**src/rtl/pipeline_ctrl.sv**
```systemverilog
// ----------------------------------------------------------------------------
// pipeline_ctrl
//
// Sequencing controller for a three-stage core: F (fetch), X (execute) and
// W (memory/writeback). Every cycle it decides whether the PC advances or
// redirects, and whether the F->X and X->W registers load, hold or take a
// bubble. Cache stalls win over taken jumps, and jumps win over load-use
// interlocks. Four wrap-around performance counters are kept as well.
//
// Ports
//   clk                     core clock, rising edge
//   reset                   asynchronous active-low reset (0 = in reset)
//   icache_stall            fetch result not valid this cycle
//   dcache_stall            load/store in W not complete this cycle
//   x_valid, x_jump         X holds a real instruction / taken jump from X
//   x_rs1, x_rs2            source registers of the X instruction
//   x_uses_rs1, x_uses_rs2  X instruction reads that source
//   w_valid, w_is_load,
//   w_reg_we, w_rd          attributes of the instruction in W
//   pc_we, pc_sel_jump      PC update enable / next PC = jump target
//   fx_we, fx_kill          F->X register enable / load a bubble
//   xw_we, xw_kill          X->W register enable / load a bubble
//   cyc_cnt, ret_cnt,
//   stall_cnt, flush_cnt    performance counters (wrap modulo 2^CNT_W)
//   state_dbg               current controller state (0 BOOT, 1 RUN,
//                           2 FLUSH, 3 WAIT)
// ----------------------------------------------------------------------------
module pipeline_ctrl #(
    parameter int FLUSH_CYCLES = 1,   // 1..3
    parameter int BOOT_CYCLES  = 4,   // 1..15
    parameter int CNT_W        = 32
) (
    input  logic             clk,
    input  logic             reset,
    input  logic             icache_stall,
    input  logic             dcache_stall,
    input  logic             x_valid,
    input  logic             x_jump,
    input  logic [4:0]       x_rs1,
    input  logic [4:0]       x_rs2,
    input  logic             x_uses_rs1,
    input  logic             x_uses_rs2,
    input  logic             w_valid,
    input  logic             w_is_load,
    input  logic             w_reg_we,
    input  logic [4:0]       w_rd,
    output logic             pc_we,
    output logic             pc_sel_jump,
    output logic             fx_we,
    output logic             fx_kill,
    output logic             xw_we,
    output logic             xw_kill,
    output logic [CNT_W-1:0] cyc_cnt,
    output logic [CNT_W-1:0] ret_cnt,
    output logic [CNT_W-1:0] stall_cnt,
    output logic [CNT_W-1:0] flush_cnt,
    output logic [1:0]       state_dbg
);

    typedef enum logic [1:0] {
        ST_BOOT  = 2'd0,
        ST_RUN   = 2'd1,
        ST_FLUSH = 2'd2,
        ST_WAIT  = 2'd3
    } state_t;

    localparam logic [3:0] BOOT_LAST  = 4'(BOOT_CYCLES - 1);
    // Index of the last FLUSH cycle; only meaningful when FLUSH is reachable.
    localparam logic [1:0] FLUSH_LAST = (FLUSH_CYCLES > 1) ? 2'(FLUSH_CYCLES - 2) : 2'd0;
    localparam bit         HAS_FLUSH  = (FLUSH_CYCLES > 1);
    localparam logic [CNT_W-1:0] CNT_ONE = {{(CNT_W-1){1'b0}}, 1'b1};

    state_t           state_q, state_d;
    state_t           eff_state;
    logic [3:0]       boot_pos_q, boot_pos_d;
    logic [1:0]       flush_pos_q, flush_pos_d;
    logic             flush_pend_q, flush_pend_d;
    logic [CNT_W-1:0] cyc_cnt_q, cyc_cnt_d;
    logic [CNT_W-1:0] ret_cnt_q, ret_cnt_d;
    logic [CNT_W-1:0] stall_cnt_q, stall_cnt_d;
    logic [CNT_W-1:0] flush_cnt_q, flush_cnt_d;

    logic mem_stall;
    logic lu;
    logic jmp;
    logic hold;      // cycle frozen by a cache stall
    logic bubble;    // cycle spent on a load-use bubble

    always_comb begin
        mem_stall = icache_stall | dcache_stall;
        lu = w_valid & w_is_load & w_reg_we & (w_rd != 5'd0) &
             ((x_uses_rs1 & (x_rs1 == w_rd)) | (x_uses_rs2 & (x_rs2 == w_rd)));
        jmp = x_valid & x_jump;

        // The first stall-free cycle in WAIT behaves exactly like the state
        // we came from (RUN, or FLUSH with a flush still pending), so the
        // release costs no extra cycle.
        eff_state = state_q;
        if (state_q == ST_WAIT && !mem_stall) begin
            eff_state = flush_pend_q ? ST_FLUSH : ST_RUN;
        end

        pc_we        = 1'b0;
        pc_sel_jump  = 1'b0;
        fx_we        = 1'b0;
        fx_kill      = 1'b0;
        xw_we        = 1'b0;
        xw_kill      = 1'b0;
        hold         = 1'b0;
        bubble       = 1'b0;
        state_d      = state_q;
        boot_pos_d   = boot_pos_q;
        flush_pos_d  = flush_pos_q;
        flush_pend_d = flush_pend_q;

        case (eff_state)
            ST_BOOT: begin
                // Reset also lands here asynchronously, so these are the
                // in-reset output values too. Cache stalls are ignored.
                fx_kill = 1'b1;
                xw_kill = 1'b1;
                if (boot_pos_q == BOOT_LAST) begin
                    boot_pos_d = 4'd0;
                    state_d    = ST_RUN;
                end else begin
                    boot_pos_d = boot_pos_q + 4'd1;
                end
            end

            ST_RUN: begin
                if (mem_stall) begin
                    hold         = 1'b1;
                    flush_pend_d = 1'b0;
                    state_d      = ST_WAIT;
                end else if (jmp) begin
                    // The instruction behind the jump is killed, so a
                    // simultaneous load-use does not matter.
                    pc_we       = 1'b1;
                    pc_sel_jump = 1'b1;
                    fx_we       = 1'b1;
                    fx_kill     = 1'b1;
                    xw_we       = 1'b1;
                    flush_pos_d = 2'd0;
                    state_d     = HAS_FLUSH ? ST_FLUSH : ST_RUN;
                end else if (lu) begin
                    // X holds, a bubble goes to W; next cycle the load has
                    // left W so only one bubble is inserted.
                    xw_we   = 1'b1;
                    xw_kill = 1'b1;
                    bubble  = 1'b1;
                    state_d = ST_RUN;
                end else begin
                    pc_we   = 1'b1;
                    fx_we   = 1'b1;
                    xw_we   = 1'b1;
                    state_d = ST_RUN;
                end
            end

            ST_FLUSH: begin
                if (mem_stall) begin
                    // Freeze the flush position and resume it after WAIT.
                    hold         = 1'b1;
                    flush_pend_d = 1'b1;
                    state_d      = ST_WAIT;
                end else begin
                    pc_we        = 1'b1;
                    fx_we        = 1'b1;
                    fx_kill      = 1'b1;
                    xw_we        = 1'b1;
                    flush_pend_d = 1'b0;
                    if (flush_pos_q == FLUSH_LAST) begin
                        flush_pos_d = 2'd0;
                        state_d     = ST_RUN;
                    end else begin
                        flush_pos_d = flush_pos_q + 2'd1;
                        state_d     = ST_FLUSH;
                    end
                end
            end

            ST_WAIT: begin
                // Only reached while the stall is still present.
                hold    = 1'b1;
                state_d = ST_WAIT;
            end

            default: begin
                state_d = ST_BOOT;
            end
        endcase

        cyc_cnt_d   = cyc_cnt_q;
        ret_cnt_d   = ret_cnt_q;
        stall_cnt_d = stall_cnt_q;
        flush_cnt_d = flush_cnt_q;
        if (state_q != ST_BOOT) begin
            cyc_cnt_d = cyc_cnt_q + CNT_ONE;
            if (xw_we && !xw_kill && x_valid) begin
                ret_cnt_d = ret_cnt_q + CNT_ONE;
            end
            if (hold || bubble) begin
                stall_cnt_d = stall_cnt_q + CNT_ONE;
            end
            if (fx_kill) begin
                flush_cnt_d = flush_cnt_q + CNT_ONE;
            end
        end
    end

    always_ff @(posedge clk or negedge reset) begin
        if (!reset) begin
            state_q      <= ST_BOOT;
            boot_pos_q   <= 4'd0;
            flush_pos_q  <= 2'd0;
            flush_pend_q <= 1'b0;
            cyc_cnt_q    <= '0;
            ret_cnt_q    <= '0;
            stall_cnt_q  <= '0;
            flush_cnt_q  <= '0;
        end else begin
            state_q      <= state_d;
            boot_pos_q   <= boot_pos_d;
            flush_pos_q  <= flush_pos_d;
            flush_pend_q <= flush_pend_d;
            cyc_cnt_q    <= cyc_cnt_d;
            ret_cnt_q    <= ret_cnt_d;
            stall_cnt_q  <= stall_cnt_d;
            flush_cnt_q  <= flush_cnt_d;
        end
    end

    assign cyc_cnt   = cyc_cnt_q;
    assign ret_cnt   = ret_cnt_q;
    assign stall_cnt = stall_cnt_q;
    assign flush_cnt = flush_cnt_q;
    assign state_dbg = state_q;

endmodule
```
**config.mk**
```make
export PLATFORM = sky130hd
export DESIGN_NAME = pipeline_ctrl
export DESIGN_NICKNAME = d
export VERILOG_FILES = /design/src/rtl/pipeline_ctrl.sv
export SDC_FILE = /design/constraint.sdc
export NUM_CORES = 1
export LEC_CHECK = 0
export ABC_CLOCK_PERIOD_IN_PS = 4650
export BUFFER_PORTS_ARGS = -buffer_cell sky130_fd_sc_hd__clkbuf_2
export CORE_ASPECT_RATIO = 0.7
export CORE_MARGIN = 3
export CORE_UTILIZATION = 40
export DETAILED_ROUTE_END_ITERATION = 8
export PLACE_DENSITY = 0.61
export RECOVER_POWER = 100
export SLEW_MARGIN = 20
export SYNTH_ARGS = -nofsm -noshare
export SYNTH_HDL_FRONTEND = slang
export SYNTH_SLANG_ARGS = --single-unit
```
**constraint.sdc**
```tcl
create_clock -name clk -period 4.65 [get_ports clk]
set_clock_uncertainty 0.15 [all_clocks]
set_input_delay 0.93 -clock clk [delete_from_list [all_inputs] [get_ports clk]]
set_output_delay 0.93 -clock clk [all_outputs]
set_load 0.05 [all_outputs]
```
==> results_dict.tcl, run 1 <==
set metrics [dict create \
    status "complete, but fails checks" \
    failed_checks "capacitance limit, slew limit" \
    synth.top_cell.area_share_pct 52.0 \
    initial_core_util_pct 41.6 \
    drive_gt1_share_pct 8.68 \
    post_cts_buffers 0 \
    cts_buffer_depth 2 \
    hold_violations 0 \
    p_per_area_nw_per_um2 511 \
    dp_hpwl_mm 11.5 \
    r2r-end "flush_cnt[29]$_DFFE_PN0P_" \
    ys.flop_type "dfrtp_1" \
    multiInputGateArea_um2 2950 \
    grt_pass1_vias 5004 \
    maxSlewViolCount 112 \
    synth_cells 610 \
    ys_ff_latch 137 \
    fmax_mhz 234 \
    fill_cells 1536 \
    io_buffers 161 \
    synth_area_leaders "dfrtp_1 (52%), xnor2_1 (11%), xor2_1 (6.5%), nand4_1 (3.5%), nand2_1 (3.4%)" \
    grt_max_degree 112 \
    clk_pin_slew_worst_paths_ns 0.06 \
    grt_use_total_pct 17.9 \
    min_period_ns 4.28 \
    critPathRequiredTime_ns 3.57 \
    r2r_start "state_dbg[0]$_DFFE_PN0P_" \
    fin_setup_tns_ns 0 \
    cts_resized 0 \
    area_growth_pct 21.7 \
    seq_area_um2 3430 \
    syn_nets 647 \
    synthDistinctLibCells 48 \
    slew_headroom_pct -81.2 \
    routed_wl_mm 15.9 \
    worst_pin_slew_ns 2.72 \
    regToRegSetupSlack_ns 0.99 \
    synth_edf_count 0 \
    wire_per_inst_um 15.7 \
    gr-total-overflow 0 \
    root_buffer "clkbuf_16" \
    num_antenna_cells 0 \
    endpoint "fx_kill" \
    cts_made_buffers 17 \
    firstDrtPassIters 4 \
    path_max_fanout 6 \
    yosysSeqAreaShare_pct 52.0 \
    reg2reg_depth 9 \
    hold_ws_ns 0.327 \
    routed_via_density 5.05 \
    cts_hold_buf 0 \
    synthesis.area_um2 6590 \
    dpl_worst_slack_ns 0.641 \
    synthArstFlopShare_pct 100 \
    placed_cell_area_um2 7650 \
    grt_first_pass_wirelength_mm 26.2 \
    worst_slack_ns 0.368 \
    drc_errors 0 \
    drt_first_iter_violations 300 \
    clock-sinks 137 \
    ant_nets 0 \
    die_width_um 159 \
    antenna_found_initial 0 \
    vias 5123 \
    ioPinCount 162 \
    fin_area_um2 8020 \
    setup.worst_path.start "dcache_stall" \
    dieArea_um2 18100 \
    final_nets 819 \
    drv_cap 1 \
    core_um2 15800 \
    crit_type "input port to output pin" \
    arrival_ns 3.20 \
    rsz0062_at_grt "false" \
    die_h_um 113 \
    ys_warn_count 0 \
    worst_setup_path_end_kind "output pin" \
    yosys.area.top_type "dfrtp_1" \
    clk_latency_ns 0.41 \
    cts_tree "yes" \
    p_leak_nw 3.61 \
    htree_levels 4 \
    gp_congestion 0.895 \
    num_rows 38 \
    vdd_ir_drop_max_mv 0.250 \
    avgSynthCellArea_um2 10.8 \
    hp-class "register to register" \
    fin_crit_sh_pct 92.1 \
    final-setup-viol-count 0 \
    power_mw 4.10 \
    start_kind "input port" \
]
[worst min-delay path by stage]
stage	startpoint	endpoint	slack, ns	cells past startpoint
floorplan	boot_pos_q[3]$_DFFE_PN0P_	boot_pos_q[3]$_DFFE_PN0P_	0.32	1
global route	ret_cnt[31]$_DFFE_PN0P_	ret_cnt[31]$_DFFE_PN0P_	0.34	1
detailed placement	stall_cnt[31]$_DFFE_PN0P_	stall_cnt[31]$_DFFE_PN0P_	0.31	1
finish	stall_cnt[31]$_DFFE_PN0P_	stall_cnt[31]$_DFFE_PN0P_	0.33	1
global placement	stall_cnt[31]$_DFFE_PN0P_	stall_cnt[31]$_DFFE_PN0P_	0.31	1
CTS	stall_cnt[31]$_DFFE_PN0P_	stall_cnt[31]$_DFFE_PN0P_	0.33	1
[metrics by stage]
stage	utilization [%]	instances
CTS	52.3	1015
floorplan	-	610
global placement	48.3	983
finish	50.7	1015
detailed placement	48.3	983
global route	50.7	1015
[layout make-up]
type | instances | area share, %
Sequential cell | 137 | 42.7
Clock inverter | 13 | 2.40
Inverter | 21 | 0.983
Clock buffer | 19 | 5.52
Timing Repair Buffer | 164 | 8.11
Tap cell | 220 | 3.43
Multi-Input combinational cell | 441 | 36.8
[layout by cell type, fill, tap and decap left out, types with 3 or more instances in the layout]
cell type	netlist	final
bufinv_16	0	4
a21oi_1	7	7
clkbuf_2	0	25
clkinvlp_4	0	5
a22o_1	3	3
or2_0	2	3
clkbuf_1	5	139
nor4_1	6	7
or2_2	3	3
nand2_1	60	60
clkbuf_16	0	17
nor2_1	32	32
o21ai_0	5	5
mux2_2	4	4
inv_1	21	21
ha_1	11	11
and4_1	12	12
and2_1	3	3
and3_1	18	18
xnor2_1	85	85
nand4_1	37	37
xor2_1	49	49
inv_6	0	3
dfrtp_1	137	137
nand3_1	42	42
nor3_1	26	31
[routing by layer]
layer	global-route usage [%]	routed length, µm
met1	26.3	8030
met2	26.5	6960
met3	4.65	881
met4	5.01	42
met5	0	0
[kinds of logic after synthesis]
kind of cell,after synthesis,synth area share [%]
flip-flops,137,52.0
adder cells (fa/ha/maj),11,2.09
buffers and inverters,32,2.01
XOR/XNOR,134,17.8
AND/OR/NAND/NOR,261,21.8
AO/OA/AOI/OAI,31,3.61
multiplexers,4,0.683
[state kept, by name, indices dropped and copies added, names as in the netlist]
signal	flops
boot_pos_q	4
cyc_cnt	32
flush_cnt	32
flush_pend_q	1
flush_pos_q	2
ret_cnt	32
stall_cnt	32
state_dbg	2
[worst max-delay path, stage by stage]
cell      delay (ns)
clkbuf_1        0.15
or2_2           0.38
o31ai_4         0.30
ha_1            0.33
nor3b_4         0.32
a221oi_1        0.18
nor2_1          0.13
clkbuf_1        0.48
[cell usage after synthesis (all sizes together) (2+ instances only)]
cell and instances:
nor2 32, clkbuf 5, o21a 2, inv 21
or2 6, and2 5, xor2 49, and3 19
a31oi 2, a22o 3, nand3 42, and4 12
a211oi 2, nand4 37, nor3b 2, nand2 60
ha 11, xnor2 85, dfrtp 137, nor4 8
nand2b 2, a21oi 7, buf 6, o21ai 5
nor3 31, or4 2, mux2 4, o2111ai 2
[power by group]
group | internal, mW | total [mW] | leakage [nW] | switching, mW
sequential | 1.32 | 1.48 | 1.84 | 0.160
clock | 0.918 | 1.46 | 0.293 | 0.540
combinational | 0.299 | 1.16 | 1.48 | 0.862
total | 2.53 | 4.10 | 3.61 | 1.56
Note: power is estimated with default switching activity, not from simulation.
==> inputs of run 2 (changes only) <==
--- a/config.mk
+++ b/config.mk
@@ -5,13 +5,14 @@
 export SDC_FILE = /design/constraint.sdc
 export NUM_CORES = 1
 export LEC_CHECK = 0
+export ABC_AREA = 1
 export ABC_CLOCK_PERIOD_IN_PS = 4650
 export BUFFER_PORTS_ARGS = -buffer_cell sky130_fd_sc_hd__clkbuf_2
 export CORE_ASPECT_RATIO = 0.7
 export CORE_MARGIN = 3
 export CORE_UTILIZATION = 40
 export DETAILED_ROUTE_END_ITERATION = 8
-export PLACE_DENSITY = 0.61
+export PLACE_DENSITY = 0.59
 export RECOVER_POWER = 100
 export SLEW_MARGIN = 20
 export SYNTH_ARGS = -nofsm -noshare
==> results_dict.tcl, run 2 <==
set metrics [dict create \
    yosys.area.top_type "dfrtp_1" \
    firstDrtPassIters 5 \
    rsz0062_at_grt "false" \
    final_cell_mix "nand2_1 (360), inv_1 (147), clkbuf_1 (140)" \
    fin_setup_tns_ns 0 \
    slew_headroom_pct -60.5 \
    maxSlewViolCount 138 \
    min_period_ns 4.07 \
    ys_ff_latch 137 \
    yosys.area_share.simple_pct 36.9 \
    seqPwrFrac_pct 33.7 \
    final_nets 1334 \
    root_buffer "clkbuf_16" \
    muxShareOfSynthArea_pct 0 \
    drt_first_iter_violations 610 \
    ant_nets 0 \
    synth_cells 1134 \
    synth_edf_count 0 \
    ys_warn_count 0 \
    path_delay_family "buffers and inverters" \
    routed_via_density 4.87 \
    cts_hold_buf 0 \
    grt_first_pass_wirelength_mm 36.3 \
    wire_per_inst_um 14.1 \
    final-setup-viol-count 0 \
    fin_crit_sh_pct 87.6 \
    dp_hpwl_mm 16.7 \
    synthArstFlopShare_pct 100 \
    num_rows 43 \
    clock-sinks 137 \
    grt_pass1_vias 7150 \
    crit_chain "clkbuf_1, nor2_4, a31oi_1, inv_1, ha_1, inv_1, nor2_1, nand3_1, nand2_1, nand2_1, inv_1, clkbuf_1" \
    yosysSeqAreaShare_pct 40.9 \
    clk_pin_slew_worst_paths_ns 0.06 \
    ioPinCount 162 \
    dieArea_um2 22700 \
    ys.flop_type "dfrtp_1" \
    path_buf_inv 5 \
    num_antenna_cells 0 \
    cts_resized 0 \
    path_max_fanout 9 \
    critPathRequiredTime_ns 3.57 \
    p_int_mw 2.56 \
    p_leak_nw 4.61 \
    drv_cap 2 \
    worst_pin_slew_ns 2.41 \
    drive_gt1_share_pct 5.57 \
    synth.top_cell.area_share_pct 40.9 \
    hold_violations 0 \
    cts_buffer_depth 2 \
    fmax_mhz 245 \
    synth_top_family_by_area "simple AND/OR/NAND/NOR gates" \
    final_common_cell "nand2_1" \
    cts_made_buffers 17 \
    grt_use_total_pct 19.8 \
    synth-compound-area-share_pct 2.90 \
    gp_congestion 0.847 \
    cts_tree "yes" \
    start_kind "input port" \
    syn_nets 1171 \
    avgSynthCellArea_um2 7.39 \
    gr-total-overflow 0 \
    crit_type "input port to output pin" \
    arrival_ns 2.99 \
    combPwrFrac_pct 34.7 \
    die_width_um 179 \
    worst_slack_ns 0.575 \
    synth_common_cells "nand2_1 (354), inv_1 (144), dfrtp_1 (137)" \
    failed_checks "capacitance limit, slew limit" \
    fill_cells 2112 \
    io_buffers 161 \
    htree_levels 4 \
    die_h_um 127 \
    critPathMaxStageDelay_ns 0.46 \
    initial_core_util_pct 41.5 \
    cpMostUsedCell "inv_1" \
    power.switching_mw 1.98 \
    hp-class "register to register" \
    swShare_pct 43.7 \
    synthAdderAreaFrac_pct 1.64 \
    dpl_worst_slack_ns 0.809 \
    synth_most_common_cell "nand2_1" \
    post_cts_buffers 0 \
    synth_xor_area_share_pct 9.51 \
    area_growth_pct 16.5 \
    clk_latency_ns 0.42 \
    synthesis.area_um2 8380 \
    synth_area_leaders "dfrtp_1 (41%), nand2_1 (16%), xor2_1 (6.5%), inv_1 (6.5%), nor2_1 (4.5%)" \
    p_per_area_nw_per_um2 465 \
    grt_max_degree 97 \
    pwr-share-clk_pct 31.6 \
    worst_setup_path_end_kind "output pin" \
    critical-path-slowest-cell "clkbuf_1" \
    status "complete, but fails checks" \
    vdd_ir_drop_max_mv 0.236 \
    core_um2 20200 \
    synthDistinctLibCells 35 \
    antenna_found_initial 0 \
    vias 7701 \
    routed_wl_mm 22.3 \
    drc_errors 0 \
]
-- run 2: cell types whose count changed in the layout (fill, tap and decap cells not counted), moves of 12 or more --
cell | before | now
and3_1 | 18 | 2
xor2_1 | 49 | 62
and4_1 | 12 | 0
nand2_1 | 60 | 360
nand3_1 | 42 | 67
nor2_1 | 32 | 110
nand4_1 | 37 | 59
nor3_1 | 31 | 60
o21ai_0 | 5 | 32
xnor2_1 | 85 | 29
inv_1 | 21 | 147
-- run 2: logic make-up (layout without fill, tap and decap cells) --
logic type,Yosys count,in the layout
and+or+nand+nor,680,680
xor gates and xnor gates,91,91
adders and majority gates,11,11
AOI/OAI and AO/OA,44,44
DFF,137,137
buffers and inverters,171,347
-- run 2: metrics by stage --
stage                     power, mW  instances  hold WS, ns  util [%]  area [µm²]
after floorplan                2.80       1134        0.318         -        8380
after global placement         3.20       1548        0.331      46.9        9460
after detailed placement       3.22       1548        0.343      46.9        9460
after CTS                      4.68       1580        0.351      50.0       10100
after global routing           4.82       1580        0.370      48.4        9760
final                          4.54       1580        0.351      48.4        9760
-- run 2: worst paths after layout --
kind	to	depth (start not counted)	slack, ns	startpoint
setup / recovery	xw_kill	12	0.58	dcache_stall
hold / removal	boot_pos_q[0]$_DFFE_PN0P_	1	0.35	boot_pos_q[0]$_DFFE_PN0P_
setup reg to reg	ret_cnt[12]$_DFFE_PN0P_	13	0.96	state_dbg[1]$_DFFE_PN0P_
hold reg to reg	boot_pos_q[0]$_DFFE_PN0P_	1	0.35	boot_pos_q[0]$_DFFE_PN0P_
max in group asynchronous	ret_cnt[8]$_DFFE_PN0P_	2	1.09	reset
min in group asynchronous	stall_cnt[23]$_DFFE_PN0P_	1	1.08	reset
-- run 2: final cells by class --
type / count / area (µm²) / area share (%)
multi-input cells: 826 / 4150 / 42.5
flip-flops and latches: 137 / 3430 / 35.1
repair buffers: 167 / 667 / 6.83
inverters: 148 / 556 / 5.69
clock buffers: 22 / 484 / 4.96
well taps: 270 / 338 / 3.46
clock inverters: 10 / 141 / 1.45
-- run 2: power groups by stage --
stage          registers (mW)  clock network, mW  logic [mW]
6_report                 1.53               1.43        1.57
5_1_grt                  1.56               1.52        1.73
4_1_cts                  1.54               1.47        1.67
3_5_place_dp             1.56                  0        1.67
3_3_place_gp             1.55                  0        1.65
2_1_floorplan            1.94                  0       0.861
-- run 2: worst register-to-register path, stage by stage (launching register included) --
cell      delay (ns)
dfrtp_1         0.42
inv_1           0.06
a31oi_1         0.26
inv_1           0.13
ha_1            0.25
inv_1           0.09
nor2_1          0.06
nand3_1         0.14
nand2_1         0.09
nand2_1         0.18
clkbuf_2        0.81
nand3_1         0.68
nand2_1         0.21
nand2_1         0.06
-- run 2: routing by layer --
layer	global-route usage [%]	share of wire, %
met5	0	0
met4	4.08	0.65
met3	4.52	6.6
met2	28.6	42
met1	30.2	51
